<file path="src/rtl/spi_slave_reg_ctrl.sv">
// Command/burst sequencer between a byte-level SPI slave and an on-chip register bus.
// Frame = command byte {RW, ADDR} followed by auto-incrementing register writes or prefetched reads.
module spi_slave_reg_ctrl #(
  parameter int BIT_WIDTH = 8,
  parameter int ADDR_W    = 7,
  parameter int AUTO_INC  = 1
) (
  input  logic                 clk,
  input  logic                 rst,
  input  logic                 cs_active,
  input  logic                 rx_valid,
  input  logic [BIT_WIDTH-1:0] rx_data,
  output logic [BIT_WIDTH-1:0] tx_data,
  output logic                 bus_req,
  output logic                 bus_we,
  output logic [ADDR_W-1:0]    bus_addr,
  output logic [BIT_WIDTH-1:0] bus_wdata,
  input  logic                 bus_ack,
  input  logic [BIT_WIDTH-1:0] bus_rdata,
  output logic                 overrun
);

  typedef enum logic [2:0] {
    IDLE,
    CMD,
    RD_REQ,
    RD_WAIT,
    WR_IDLE,
    WR_REQ,
    DRAIN
  } state_t;

  localparam logic [ADDR_W-1:0] ADDR_STEP = (AUTO_INC != 0) ? ADDR_W'(1) : '0;

  state_t               state;
  logic                 cs_q;
  logic [ADDR_W-1:0]    addr;
  logic [3:0]           frame_cnt;
  logic [BIT_WIDTH-1:0] status;
  logic                 frame_end;

  always_comb begin
    status                = '0;
    status[BIT_WIDTH-1]   = overrun;
    status[BIT_WIDTH-2]   = bus_req;
    status[3:0]           = frame_cnt;
  end

  // Frame end is level-based so it also wins over a coincident rx_valid.
  assign frame_end = !cs_active && (state != IDLE) && (state != DRAIN);

  always_ff @(posedge clk) begin
    if (rst) begin
      state     <= IDLE;
      cs_q      <= 1'b0;
      addr      <= '0;
      frame_cnt <= '0;
      tx_data   <= '0;
      bus_req   <= 1'b0;
      bus_we    <= 1'b0;
      bus_addr  <= '0;
      bus_wdata <= '0;
      overrun   <= 1'b0;
    end else begin
      cs_q <= cs_active;
      if (frame_end) begin
        frame_cnt <= frame_cnt + 4'd1;
        if (bus_req && !bus_ack) begin
          state <= DRAIN;
        end else begin
          bus_req <= 1'b0;
          state   <= IDLE;
        end
      end else begin
        case (state)
          IDLE: begin
            tx_data <= status;
            if (cs_active && !cs_q) state <= CMD;
          end
          CMD: begin
            if (rx_valid) begin
              overrun <= 1'b0;
              addr    <= rx_data[ADDR_W-1:0];
              if (rx_data[BIT_WIDTH-1]) begin
                bus_req  <= 1'b1;
                bus_we   <= 1'b0;
                bus_addr <= rx_data[ADDR_W-1:0];
                state    <= RD_REQ;
              end else begin
                state <= WR_IDLE;
              end
            end
          end
          RD_REQ: begin
            // A byte boundary here ships the stale prefetch; the request still completes.
            if (rx_valid) overrun <= 1'b1;
            if (bus_ack) begin
              bus_req <= 1'b0;
              tx_data <= bus_rdata;
              addr    <= addr + ADDR_STEP;
              state   <= RD_WAIT;
            end
          end
          RD_WAIT: begin
            if (rx_valid) begin
              bus_req  <= 1'b1;
              bus_we   <= 1'b0;
              bus_addr <= addr;
              state    <= RD_REQ;
            end
          end
          WR_IDLE: begin
            if (rx_valid) begin
              bus_req   <= 1'b1;
              bus_we    <= 1'b1;
              bus_addr  <= addr;
              bus_wdata <= rx_data;
              state     <= WR_REQ;
            end
          end
          WR_REQ: begin
            if (rx_valid) overrun <= 1'b1;
            if (bus_ack) begin
              bus_req <= 1'b0;
              addr    <= addr + ADDR_STEP;
              state   <= WR_IDLE;
            end
          end
          DRAIN: begin
            if (bus_ack) begin
              bus_req <= 1'b0;
              state   <= IDLE;
            end
          end
          default: state <= IDLE;
        endcase
      end
    end
  end

endmodule
</file>
<file path="config.mk">
export PLATFORM = sky130hd
export DESIGN_NAME = spi_slave_reg_ctrl
export DESIGN_NICKNAME = d
export VERILOG_FILES = /design/src/rtl/spi_slave_reg_ctrl.sv
export SDC_FILE = /design/constraint.sdc
export NUM_CORES = 1
export LEC_CHECK = 0
export BUFFER_PORTS_ARGS = -buffer_cell sky130_fd_sc_hd__buf_2
export CORE_ASPECT_RATIO = 1.5
export CORE_MARGIN = 2
export CORE_UTILIZATION = 48
export CTS_BUF_LIST = sky130_fd_sc_hd__clkbuf_4 sky130_fd_sc_hd__clkbuf_8 sky130_fd_sc_hd__clkbuf_16
export CTS_CLUSTER_DIAMETER = 100
export DETAILED_ROUTE_END_ITERATION = 16
export GPL_TIMING_DRIVEN = 0
export PLACE_DENSITY = 0.75
export SLEW_MARGIN = 20
export SYNTH_ARGS = -nofsm -noshare
export SYNTH_HDL_FRONTEND = slang
export SYNTH_SLANG_ARGS = --single-unit
</file>
<file path="constraint.sdc">
create_clock -name clk -period 1.81 [get_ports clk]
set_clock_uncertainty 0.1 [all_clocks]
set_input_delay 0.181 -clock clk [delete_from_list [all_inputs] [get_ports clk]]
set_output_delay 0.181 -clock clk [all_outputs]
set_load 0.05 [all_outputs]
</file>
# After elaboration in Yosys (flattened, before gate mapping)
# Index checks and enable logic that the tools add are counted.
[classes]
n_bitwise = 1
muxes = 32
n_eq_ne = 26
n_reduce_logical = 25
n_addsub = 2
[op_table]
columns = ["operator", "count"]
rows = [
  ["$mux W7", 5],
  ["$mux W3", 10],
  ["$pmux W7 S2", 2],
  ["$ne A3 B3 Y1 const B", 9],
  ["$pmux W3 S7", 1],
  ["$pmux W8 S2", 1],
  ["$ne A2 B2 Y1 const B", 6],
  ["$reduce_and A6 Y1", 2],
  ["$eq A3 B3 Y1 const B", 3],
  ["$mux W1", 9],
  ["$mux W8", 1],
  ["$reduce_and A4 Y1", 2],
  ["$add A7 B1 Y7 const B", 1],
  ["$reduce_and A7 Y1", 1],
  ["$eq A3 B2 Y1 const B", 2],
  ["$ne A2 B1 Y1 const B", 3],
  ["$ne A3 B1 Y1 const B", 2],
  ["$pmux W1 S3", 2],
  ["$reduce_and A3 Y1", 2],
  ["$reduce_bool A2 Y1", 3],
  ["$reduce_bool A3 Y1", 2],
  ["$reduce_and A5 Y1", 1],
  ["$add A4 B1 Y4 const B", 1],
  ["$logic_and A1 B1 Y1", 4],
  ["other kinds (8)", 11],
]
[totals]
inputBits = 21
regBits = 41
elab_cells = 96
output_inout_bits = 26

# Logic depth before layout (Yosys ltp)
# Gate-level depths: netlist of run 1.
[depth]
depth_word = 5
mapped_depth = 7
depth_no_buf = 6

# Worst setup path after synthesis of run 1
# Ideal clock, no wire load.
[synth_timing]
kind = "flip-flop to flip-flop"
startpoint = "reg state[1]"
endpoint = "reg addr[1]"
t_required_ns = 1.582
path_stages_with_launch = 7
setup_slack_ns = 0.086
synth_period_minus_slack_ns = 1.724
setup_time_ns = 0.128
arrival_ns = 1.497
n_path_buf = 1
path_cell_list = "dfxtp_1 > nor3b_1 > buf_4 > a21o_1 > mux2_2 > mux2i_1 > nor2_1"
[synth_via]
elab_chain_cells = 5
word_cells_on_any_way = 14
cone_classes = "6 x eq/ne; 1 x mux; 1 x bitwise; 6 x reduce/logical"
[synth_lines]
columns = ["item", "line_no", "text"]
rows = [
  ["start, declared", "35", "state_t state;"],
  ["start signal, assigned", "54", "state <= IDLE;"],
  ["start signal, assigned", "69", "state <= DRAIN;"],
  ["start signal, assigned", "72", "state <= IDLE;"],
  ["branches (longest 5 deep; another with $reduce_and A4 Y1)", "n/a", ""],
  ["end signal, assigned", "83", "addr <= rx_data[ADDR_W-1:0];"],
  ["end signal, assigned", "100", "addr <= addr + ADDR_STEP;"],
  ["end signal, assigned", "125", "addr <= addr + ADDR_STEP;"],
  ["end, declared", "37", "logic [ADDR_W-1:0] addr;"],
]
# Several ways; the timed one is not identified.
# A chain may end at the register's enable or synchronous reset.

# Worst setup path after layout of run 1
[layout_timing]
startpoint = "reg state[2]"
endpoint = "reg bus_req"
[layout_via]
elab_chain_cells = 5
word_cells_on_any_way = 21
cone_classes = "12 x eq/ne; 2 x mux; 7 x reduce/logical"
[layout_lines]
columns = ["item", "line_no", "text"]
rows = [
  ["branches (longest 5 deep; another with $reduce_and A6 Y1)", "n/a", ""],
  ["end signal, assigned", "59", "bus_req <= 1'b0;"],
  ["end signal, assigned", "71", "bus_req <= 1'b0;"],
  ["end signal, assigned", "85", "bus_req <= 1'b1;"],
  ["end, declared", "14", "output logic bus_req,"],
]
# Several ways; the timed one is not identified.

==> results of run 1 <==
cells by family after synthesis:
logic type               share of synthesized area
XOR/XNOR                                    0.0126
multiplexers                                0.0980
AND/OR/NAND/NOR                              0.197
AO/OA/AOI/OAI                                0.239
flip-flops                                   0.394
buffers and inverters                       0.0481
adder cells (fa/ha/maj)                     0.0120
sequential cells by signal, summed over array words and instances (netlist names), 3 cells and up:
name / cells
bus_addr: 7
frame_cnt: 4
bus_wdata: 8
tx_data: 8
state: 3
addr: 7
stage by stage:
step | cells | setup slack, ps
6_report | 339 | 37.9
5_1_grt | 339 | -57.7
4_1_cts | 337 | 6.09
3_5_place_dp | 329 | -160
3_3_place_gp | 329 | -145
2_1_floorplan | 239 | 85.9
synthesized netlist by cell type (all sizes together) (3+ instances only):
cell type / count / area share
a211oi: 15 / 0.059
a21o: 3 / 0.011
a21oi: 25 / 0.067
and3: 3 / 0.0090
buf: 9 / 0.028
clkbuf: 7 / 0.013
dfxtp: 41 / 0.39
inv: 4 / 0.0072
mux2: 3 / 0.016
mux2i: 17 / 0.082
nand2: 25 / 0.046
nand2b: 11 / 0.033
nand3: 4 / 0.0096
nor2: 25 / 0.045
nor2b: 3 / 0.0090
nor3: 4 / 0.012
o21ai: 8 / 0.025
o32ai: 4 / 0.017
layer usage:
layer | up-vias | routed length [µm] | track usage
li1 | 967 | - | -
met1 | 950 | 2140 | 0.258
met2 | 55 | 2790 | 0.387
met3 | 11 | 222 | 0.0431
met4 | 0 | 125 | 0.112
met5 | - | 0 | 0
worst register-to-register path, stage by stage (launching register included):
cell	delay, ps
dfxtp_2	350
buf_6	150
and2b_4	190
a221oi_2	230
a31oi_1	60
or4b_1	520
o21ai_1	110
power groups by stage:
stage                     clock [µW]  sequential (µW)  combinational [µW]
final                            713              952                 292
after global routing             769              955                 317
after detailed placement           0              971                 281
after global placement             0              970                 277
after floorplan                    0             1030                 135
after CTS                        731              950                 284
final cells by class:
class / instances / area share
Buffer: 16 / 0.0373
Clock buffer: 5 / 0.0270
Clock inverter: 2 / 0.0138
Inverter: 4 / 0.00589
Multi-Input combinational cell: 178 / 0.474
Sequential cell: 41 / 0.325
Tap cell: 46 / 0.0226
Timing Repair Buffer: 47 / 0.0943
what timing repair did:
action | in CTS | in global routing
cloned | 0 | 1
endpoints found under the setup margin | 7 | 24
buffers inserted | 1 | 1
pin swaps | 1 | 1
resized for setup | 3 | 19
worst max-delay path by stage:
stage | startpoint | depth (start not counted) | slack, ps | to
finish | state[2] | 6 | 40 | bus_req
global route | state[2] | 6 | -60 | bus_req
CTS | state[2] | 6 | 6 | bus_req
detailed placement | state[1] | 6 | -160 | addr[1]
global placement | state[1] | 6 | -150 | addr[1]
floorplan | state[1] | 6 | 90 | addr[1]
placed cells by master, fill, tap and decap left out, drive strengths merged, types with 3 or more instances in the layout:
master  synthesis  routed
nand2          25      25
o21ai           8       8
nor3            4       4
buf             9      56
inv             4       4
nand3           4       4
mux2            3       3
and3            3       3
nand2b         11      11
a21o            3       3
nor2           25      25
mux2i          17      17
o32ai           4       4
nor2b           3       3
dfxtp          41      41
a21oi          25      25
clkbuf          7      12
a211oi         15      15
==> reports/results.env, run 1 <==
SYNTH_WARNINGS=0
LEAKAGE_uW=0.000991
ROW_COUNT=29
MAX_FREQ_MHz=564
CP_DATA_REQUIRED_TIME_PS=1930
BUFFER_PORTS.INSERTED=44
CLOCK_SINKS=41
IRDROPWORSTVDD_mV=0.629
POST_ROUTE_CELLS_DRIVE_ABOVE_1_SHARE=0.314
TIMING_HOLD_VIOLATIONS_FINAL=0
NUM_VIAS=1983
FINAL_WL_MM=5.27
R2R_SETUP_SLACK_PS=40
TRITONCTS.NUM_BUFFERS=5
DIE_HEIGHT_UM=84.7
GRT_PASS1_VIAS=1807
IO_PINS=47
SYNTH_FLOP_CELL='dfxtp_1'
POST_SYNTH_INST_COUNT=239
POWER.SHARE.SEQUENTIAL=0.486
ENDPOINT_KIND='flip-flop'
COMB_POWER_SHARE=0.149
DIE-AREA_UM2=4890
DRV.MAX_CAP_VIOLATION_COUNT=0
FINAL_CELL_AREA_UM2=2550
CLKPWRFRAC=0.364
HOLD_BUFFERS=0
WORST_SLEW_MARGIN_REL=0.602
WORST_SLEW_PIN_SLEW_PS=597
CRITPATHTOPFAMILY='simple AND/OR/NAND/NOR gates'
DRT-WIRELENGTH-PER-CELL_UM=15.6
AREA.SEQUENTIAL_UM2=827
SETUP-TNS-FINAL_PS=0
WORST_R2R_PATH_DEPTH=6
LAYOUT_MIN_CYCLE_TIME_PS=1770
N_FILL_CELL=389
TIMING.CRITICAL_PATH.BUF_INV=1
SYNTH.CELL_AREA_UM2=2080
SYNTH_EDF_COUNT=0
NUM_ANTENNA_CELLS=0
CLOCKBUFFERDEPTH=2
GRT_MAX_DEGREE=13
SYNTH_AREA_PER_CELL_UM2=8.71
HOLD_PATH_CLASS='input port to flip-flop'
MULTIINPUTGATEAREA_UM2=1210
GRT_FIRST_PASS_WIRELENGTH_MM=8.49
REG_TO_REG_START='state[2]'
FINAL_MAX_SLEW_VIOL_COUNT=0
FINAL-SETUP-VIOL-COUNT=0
SWITCHING_SHARE=0.271
POST-LAYOUT-TOTAL-POWER_uW=1960
TRITONCTS='done'
HOLD-PATH-ENDPOINT='tx_data[4]'
COREAREA_UM2=4210
GRT_OVERFLOW=0
CLK_PIN_SLEW_WORST_PATHS_PS=80
NUMBER_OF_NETS_IN_THE_LAYOUT=316
POWER.DENSITY_CELL_AREA_nW_PER_UM2=768
ALL_LAYER_GR_USAGE=0.225
FINAL.PERIOD_UTILIZATION=0.979
WORSTPATHCELLLIST='buf_6, and2b_4, a221oi_2, a31oi_1, or4b_1, o21ai_1'
ASYNC_FLOP_SHARE=0
FIN_UTIL=0.605
GRT_SETUP_UNREPAIRED='true'
WHS_PS=33.6
MAPPEDNETLISTNETS=262
DP_HPWL_MM=3.80
SHARE_OF_THE_YOSYS_CHIP_AREA_BELONGING_TO_REGISTERS=0.394
WORSTSKEWPAIRLATENCY_PS=290
WORSTHOLDPATHCELLS=3
CTS_ROOT_BUFFER='clkbuf_8'
HTREE_NUM_LEVELS=2
GP_ROUTABILITY_CONGESTION=0.864
POST_DRT_VIA_CELL_RATIO=5.85
FLOORPLAN.INITIALDENSITY=0.495
DRCVIOLATIONCOUNT=0
P_INT_uW=1430
CRIT_PATH_START_KIND='flip-flop'
CP_MAX_FO=10
HOLD_PATH.STARTPOINT='bus_rdata[4]'
YS_FF_LATCH=41
REG2REG_TO='bus_req'
FLOORPLAN.DIE.WIDTH_UM=57.8
PLACED_AREA_UM2=2360
PATH_CLASS='flip-flop to flip-flop'
DETAILED_ROUTER_ITERATION_COUNT_BEFORE_ANTENNA_REPAIR=4
AREAGROWTHSYNTHTOFINISH_PCT=22.4
RESULT_OF_THE_RUN='completed'
DRTANTENNAVIOLNETS=0
CP_SLOWEST_CELL='or4b_1'
CP_DATA_ARRIVAL_TIME_PS=1900
DETAILEDROUTE.FIRSTITERATIONVIOLATIONS=47
SYNTH.LIB_CELLS_USED.DISTINCT=50
NUMBER_OF_ANTENNA_VIOLATIONS_AT_THE_FIRST_CHECK_IN_GLOBAL_ROUTING=0
CRITICAL_PATH.MAX_STAGE_DELAY_PS=520
P_SW_uW=530
No activity file was read; power rests on OpenSTA's default activity.
==> run 2, diff against run 1 <==
==> constraint.sdc (replaced) <==
create_clock -name clk -period 1.81 [get_ports clk]
set_clock_uncertainty 0.1 [all_clocks]
set_input_delay 0.0905 -clock clk [delete_from_list [all_inputs] [get_ports clk]]
set_output_delay 0.0905 -clock clk [all_outputs]
set_load 0.05 [all_outputs]
==> run 2 against run 1 <==
Net effect: non-clock buffer count is 10 higher; clock power is 0.7% higher; hold slack worse by 2.0 ps; worst setup slack better by 2.0 ps; critical path depth stayed put; design area is 3.6% higher; critical path type unchanged.
==> reports/results.env, run 2 (synthesis gave the netlist of run 1 again) <==
HTREE_NUM_LEVELS=2  # unchanged
DIE_HEIGHT_UM=84.7  # unchanged
ALL_LAYER_GR_USAGE=0.235  # +0.0103
AREAGROWTHSYNTHTOFINISH_PCT=26.8
IRDROPWORSTVDD_mV=0.752  # +20%
CRITPATHTOPFAMILY='simple AND/OR/NAND/NOR gates'
WORST_SETUP_TIMING_SLACK_AT_THE_PLACEMENT_STAGE_PS=-160  # unchanged
P_SW_uW=538  # +1.5%
SWITCHING_SHARE=0.272  # +0.000995
DRT-WIRELENGTH-PER-CELL_UM=15.6  # about the same
TIMING_HOLD_VIOLATIONS_FINAL=0  # unchanged
DP_HPWL_MM=3.80  # unchanged
POWER.DENSITY_CELL_AREA_nW_PER_UM2=750  # -2.4%
POST_DRT_VIA_CELL_RATIO=5.79  # -1.1%
WORST_SLEW_MARGIN_REL=0.600  # -0.00216
GRT_OVERFLOW=0  # unchanged
FINALNONFILLERCELLS=349  # +2.9%
WORSTSKEWPAIRLATENCY_PS=300  # about the same
DETAILED_ROUTER_ITERATION_COUNT_BEFORE_ANTENNA_REPAIR=4  # unchanged
TIMING.CRITICAL_PATH.BUF_INV=1  # unchanged
WORST_R2R_PATH_DEPTH=6  # unchanged
CRIT_PATH_START_KIND='flip-flop'
CLOCK_SINKS=41  # unchanged
CLKPWRFRAC=0.363  # about the same
FLOORPLAN.INITIALDENSITY=0.495  # unchanged
DIE-AREA_UM2=4890  # unchanged
LARGEST_REGISTERS_IN_THE_FINAL_LAYOUT='bus_wdata x8, tx_data x8'
LAYOUT_MIN_CYCLE_TIME_PS=1770  # -1.97 ps
ENDPOINT_KIND='flip-flop'
WORST_SLEW_PIN_SLEW_PS=600  # +3.24 ps
DETAILEDROUTE.FIRSTITERATIONVIOLATIONS=58  # +23%
CTS_ROOT_BUFFER='clkbuf_8'
MAX_FREQ_MHz=565  # +0.11%
COREAREA_UM2=4210  # unchanged
ROW_COUNT=29  # unchanged
GP_ROUTABILITY_CONGESTION=0.864  # unchanged
FINAL_MAX_SLEW_VIOL_COUNT=0  # unchanged
GRT_MAX_DEGREE=13  # unchanged
BUFFER_PORTS.INSERTED=44  # unchanged
RESULT_OF_THE_RUN='completed'
CP_MAX_FO=10  # unchanged
CLOCKBUFFERDEPTH=2  # unchanged
CP_SLOWEST_CELL='or4b_1'
CP_DATA_ARRIVAL_TIME_PS=1890  # about the same
DRCVIOLATIONCOUNT=0  # unchanged
NUMBER_OF_NETS_IN_THE_LAYOUT=326  # +3.2%
GRT_PASS1_VIAS=1870  # +3.5%
MOST-COMMON-LAYOUT-CELLS='buf_2 (49), dfxtp_1 (36), nand2_1 (24), nor2_1 (24), a21oi_1 (23)'
P_INT_uW=1440  # +0.97%
N_FILL_CELL=379  # -2.6%
GRT_FIRST_PASS_WIRELENGTH_MM=8.86  # +4.4%
HOLD_PATH_CLASS='input port to flip-flop'
NUM_VIAS=2020  # +1.9%
DRV.MAX_CAP_VIOLATION_COUNT=0  # unchanged
NUMBER_OF_ANTENNA_VIOLATIONS_AT_THE_FIRST_CHECK_IN_GLOBAL_ROUTING=0  # unchanged
NUM_ANTENNA_CELLS=0  # unchanged
IO_PINS=47  # unchanged
TRITONCTS='done'
FINAL-SETUP-VIOL-COUNT=0  # unchanged
CP_DATA_REQUIRED_TIME_PS=1930  # about the same
FINAL_WL_MM=5.43  # +2.9%
DRTANTENNAVIOLNETS=0  # unchanged
POWER.SHARE.SEQUENTIAL=0.481  # -0.005
FIN_UTIL=0.627  # +0.0220
PATH_CLASS='flip-flop to flip-flop'
FLOORPLAN.DIE.WIDTH_UM=57.8  # unchanged
WORSTPATHCELLLIST='buf_6, and2b_4, a221oi_2, a31oi_1, or4b_1, o21ai_1'
COMB_POWER_SHARE=0.157  # +0.008
POST_ROUTE_CELLS_DRIVE_ABOVE_1_SHARE=0.300  # -0.0137
TRITONCTS.NUM_BUFFERS=5  # unchanged
SETUP-TNS-FINAL_PS=0  # unchanged
WORSTHOLDPATHCELLS=3  # unchanged
LEAKAGE_uW=0.00104  # +4.5%
POST-ROUTE-WORST-SETUP-SLACK_PS=39.9  # +1.97 ps
CLK_PIN_SLEW_WORST_PATHS_PS=80  # about the same
MOST_COMMON_LIBRARY_CELL_IN_THE_LAYOUT_IGNORING_FILL_AND_TAPS='buf_2'
CRITICAL_PATH.MAX_STAGE_DELAY_PS=520  # about the same
DPL.CELL_COUNT=329  # unchanged
GRT_SETUP_UNREPAIRED='true'
CP_NUM_CELLS=6  # unchanged
FINAL.PERIOD_UTILIZATION=0.978  # -0.00109
run 2: changes by cell type in the layout (fill, tap and decap cells not counted):
| cell | previous run | this run |
|---|---|---|
| dlygate4sd3_1 | 0 | 10 |
| a21o_4 | 1 | 0 |
| a21o_1 | 2 | 3 |
run 2: repair_timing:
| item | 4_1_cts | 5_1_grt |
|---|---|---|
| cloned | 0 | 1 |
| endpoints found under the setup margin | 7 | 24 |
| hold buffers | 10 | 0 |
| buffers inserted | 1 | 1 |
| gates resized for setup | 3 | 18 |
| endpoints found under the hold margin | 10 | 0 |
| pin swaps | 1 | 1 |
run 2: area by class of cell:
class	count	area, µm²	area share
Clock buffer	5	68.8	0.0261
Inverter	4	15.0	0.00569
Timing Repair Buffer	57	340	0.129
Buffer	16	95.1	0.0360
Tap cell	46	57.6	0.0218
Multi-Input combinational cell	178	1200	0.455
Clock inverter	2	35.0	0.0133
Sequential cell	41	827	0.313
run 2: path summary, 6_finish.rpt:
check        slack, ps          from      endpoint
max reg2reg         40      state[2]       bus_req
min                 30  bus_rdata[3]    tx_data[3]
max                 40      state[2]       bus_req
min reg2reg        350  bus_wdata[6]  bus_wdata[6]
run 2: metal layers:
layer  wire length, µm  vias to the layer above  global-route usage
li1                  -                      986                   -
met1              2140                      967               0.270
met2              2910                       53               0.413
met3               215                       14              0.0431
met4               163                        0               0.104
met5                 0                        -                   0
run 2: tightest hold or removal path, stage by stage:
cell and delay [ps]:
buf_2 90, mux2i_1 120, a211oi_1 80
run 2: per-stage QoR:
stage,cell area [µm²],hold WS [ps],total power (µW)
final,2640,31.7,1980
after global routing,2640,45.8,2060
after CTS,2580,30.0,1980
after detailed placement,2360,255,1250
after global placement,2360,251,1250
after floorplan,2080,127,1170
run 2: power groups by stage:
stage	Combinational [µW]	Sequential (µW)	Clock (µW)
2_1_floorplan	135	1030	0
3_3_place_gp	277	970	0
3_5_place_dp	281	971	0
4_1_cts	300	950	731
5_1_grt	334	955	768
6_report	310	952	718
==> run 3, diff against run 2 <==
--- a/config.mk
+++ b/config.mk
@@ -8,12 +8,11 @@
 export BUFFER_PORTS_ARGS = -buffer_cell sky130_fd_sc_hd__buf_2
 export CORE_ASPECT_RATIO = 1.5
 export CORE_MARGIN = 2
-export CORE_UTILIZATION = 48
+export CORE_UTILIZATION = 55
 export CTS_BUF_LIST = sky130_fd_sc_hd__clkbuf_4 sky130_fd_sc_hd__clkbuf_8 sky130_fd_sc_hd__clkbuf_16
-export CTS_CLUSTER_DIAMETER = 100
 export DETAILED_ROUTE_END_ITERATION = 16
 export GPL_TIMING_DRIVEN = 0
-export PLACE_DENSITY = 0.75
+export PLACE_DENSITY = 0.81
 export SLEW_MARGIN = 20
 export SYNTH_ARGS = -nofsm -noshare
 export SYNTH_HDL_FRONTEND = slang
==> constraint.sdc (replaced) <==
create_clock -name clk -period 2.1 [get_ports clk]
set_clock_uncertainty 0.1 [all_clocks]
set_input_delay 0.105 -clock clk [delete_from_list [all_inputs] [get_ports clk]]
set_output_delay 0.105 -clock clk [all_outputs]
set_load 0.05 [all_outputs]
==> run 3 against run 2 <==
Net effect: the run now ends with negative hold slack left; non-clock buffer count is 7 lower; clock-buffer cell count stayed put; worst setup slack better by 35 ps; sequential cell count stayed put; critical path type unchanged.
==> reports/results.env, run 3 (synthesis gave the netlist of run 1 again) <==
WHS_PS=-2.77  # -34.5 ps
BUFFER_PORTS.INSERTED=44  # unchanged
CP_SLOWEST_CELL='dfxtp_1'
USE_MET3=0.0602  # +0.0170
WORST_SLEW_MARGIN_REL=0.609  # +0.00975
CLOCKBUFFERDEPTH=2  # unchanged
HTREE_NUM_LEVELS=2  # unchanged
WORSTPATHCELLLIST='nor3b_2, buf_4, a21o_1, mux2_2, mux2i_1, nor2_1'
POST-LAYOUT-TOTAL-POWER_uW=1690  # -15%
WORSTHOLDPATHCELLS=3  # unchanged
DRV.MAX_CAP_VIOLATION_COUNT=0  # unchanged
CP_NUM_CELLS=6  # unchanged
POST_DRT_VIA_CELL_RATIO=5.84  # +0.96%
CTS_SETUP_BUFFERS=0  # -1
COREAREA_UM2=3650  # -13%
WORST_SLEW_PIN_SLEW_PS=571  # -29.4 ps
MAX_FREQ_MHz=494  # -13%
FINAL_MAX_SLEW_VIOL_COUNT=0  # unchanged
REG_TO_REG_START='state[1]'
DP_HPWL_MM=3.83  # +0.77%
NUMBER_OF_NETS_IN_THE_LAYOUT=319  # -2.1%
GP_ROUTABILITY_CONGESTION=0.869  # +0.59%
FLOORPLAN.DIE.WIDTH_UM=54.2  # -6.1%
REG2REG_TO='addr[1]'
DIE-AREA_UM2=4300  # -12%
DETAILEDROUTE.FIRSTITERATIONVIOLATIONS=92  # +59%
MOST_COMMON_LIBRARY_CELL_IN_THE_LAYOUT_IGNORING_FILL_AND_TAPS='buf_2'
DIE_HEIGHT_UM=79.4  # -6.3%
POWER.DENSITY_CELL_AREA_nW_PER_UM2=670  # -11%
TIMING.CRITICAL_PATH.BUF_INV=1  # unchanged
R2R_SETUP_SLACK_PS=80  # +40 ps
DPL.CELL_COUNT=326  # -0.91%
TRITONCTS.NUM_BUFFERS=5  # unchanged
FIN_UTIL=0.692  # +0.0648
GRT_SETUP_UNREPAIRED='false'
AREAGROWTHSYNTHTOFINISH_PCT=21.3
CP_DATA_ARRIVAL_TIME_PS=2090  # +200 ps
CRITPATHTOPFAMILY='multiplexers'
FINAL-SETUP-VIOL-COUNT=0  # unchanged
CRITICAL_PATH.MAX_STAGE_DELAY_PS=480  # -40 ps
IRDROPWORSTVDD_mV=0.514  # -32%
CRIT_PATH_START_KIND='flip-flop'
FLOORPLAN.INITIALDENSITY=0.571  # +0.0760
CP_DATA_REQUIRED_TIME_PS=2170  # +240 ps
LAYOUT_MIN_CYCLE_TIME_PS=2020  # +255 ps
RESULT_OF_THE_RUN='finished with violations'
GRT_PASS1_VIAS=1884  # +0.75%
NUM_ANTENNA_CELLS=0  # unchanged
VIOLATIONS='negative hold slack'
FINAL.PERIOD_UTILIZATION=0.964  # -0.0138
MOST-COMMON-LAYOUT-CELLS='buf_2 (49), dfxtp_1 (41), nor2_1 (25)'
DRCVIOLATIONCOUNT=0  # unchanged
CLK_PIN_SLEW_WORST_PATHS_PS=80  # about the same
TIMING_HOLD_VIOLATIONS_FINAL=1  # +1
IO_PINS=47  # unchanged
LEAKAGE_uW=0.000996  # -3.9%
GR-MAX-USAGE-LAYER='met2'
ROW_COUNT=27  # -6.9%
HOLD-PATH-ENDPOINT='bus_wdata[0]'
SETUP-TNS-FINAL_PS=0  # unchanged
DRT-WIRELENGTH-PER-CELL_UM=15.7  # +0.71%
ENDPOINT_KIND='flip-flop'
WORST_R2R_PATH_DEPTH=6  # unchanged
MET2_TRACK_USAGE_GR=0.451  # +0.0374
LARGEST_REGISTERS_IN_THE_FINAL_LAYOUT='bus_wdata x8, tx_data x8'
NUMBER_OF_ANTENNA_VIOLATIONS_AT_THE_FIRST_CHECK_IN_GLOBAL_ROUTING=0  # unchanged
TRITONCTS='done'
FINAL_WL_MM=5.31  # -2.2%
CTS_ROOT_BUFFER='clkbuf_8'
CLOCK_SINKS=41  # unchanged
GRT_OVERFLOW=0  # unchanged
DRTANTENNAVIOLNETS=0  # unchanged
PATH_CLASS='flip-flop to flip-flop'
DETAILED_ROUTER_ITERATION_COUNT_BEFORE_ANTENNA_REPAIR=4  # unchanged
GRT_FIRST_PASS_WIRELENGTH_MM=8.38  # -5.5%
WORSTSKEWPAIRLATENCY_PS=290  # about the same
NUM_VIAS=1981  # -1.9%
FINALNONFILLERCELLS=339  # -2.9%
GRT_MAX_DEGREE=13  # unchanged
POST_ROUTE_CELLS_DRIVE_ABOVE_1_SHARE=0.257  # -0.0436
CP_MAX_FO=10  # unchanged
HOLD_PATH.STARTPOINT='rx_data[0]'
ALL_LAYER_GR_USAGE=0.264  # +0.0286
HOLD_PATH_CLASS='input port to flip-flop'
GLOBALROUTEMET1UTIL=0.298  # +0.0273
[run 3: worst max-delay path by stage]
stage                  start       to  slack (ps)
floorplan           state[1]  addr[1]         380
global placement    state[1]  addr[1]         120
detailed placement  state[1]  addr[1]          80
CTS                 state[1]  addr[1]          30
global route        state[1]  addr[1]           5
finish              state[1]  addr[1]          80
[run 3: report_power, final]
group	internal, µW	switching (µW)	leakage (µW)
Clock	346	275	0.0000540
Sequential	801	19.1	0.000332
Combinational	86.4	166	0.000610
Total	1230	459	0.000996
[run 3: timing repair]
action / CTS / global route
setup endpoints to repair: 0 / 1
gates resized for setup: 0 / 1
endpoints found under the hold margin: 6 / 0
hold buffers: 6 / 0
[run 3: metrics by stage]
step / hold WS, ps / instance area (µm²) / setup slack [ps]
3_5_place_dp: 276 / 2360 / 78.0
4_1_cts: 1.74 / 2520 / 34.7
5_1_grt: 7.07 / 2520 / 5.11
6_report: -2.77 / 2520 / 75.2
3_3_place_gp: 266 / 2360 / 123
2_1_floorplan: 141 / 2080 / 376
[run 3: layer usage]
layer	wire length [µm]	part of all wire
met4	183	0.034
met3	287	0.054
met2	2770	0.52
met5	0	0
met1	2070	0.39
[run 3: layout make-up]
type,instances,area (µm²)
Buffer,16,85.1
Inverter,4,15.0
Tap cell,43,53.8
Clock inverter,2,35.0
Clock buffer,5,68.8
Sequential cell,41,821
Timing Repair Buffer,50,280
Multi-Input combinational cell,178,1170
Fill cell,316,1120
[run 3: worst register-to-register path, cell delays in order, from the launching register on]
cell and delay, ps:
dfxtp_1 480, nor3b_2 250, buf_4 240, a21o_1 240, mux2_2 370, mux2i_1 160, nor2_1 60
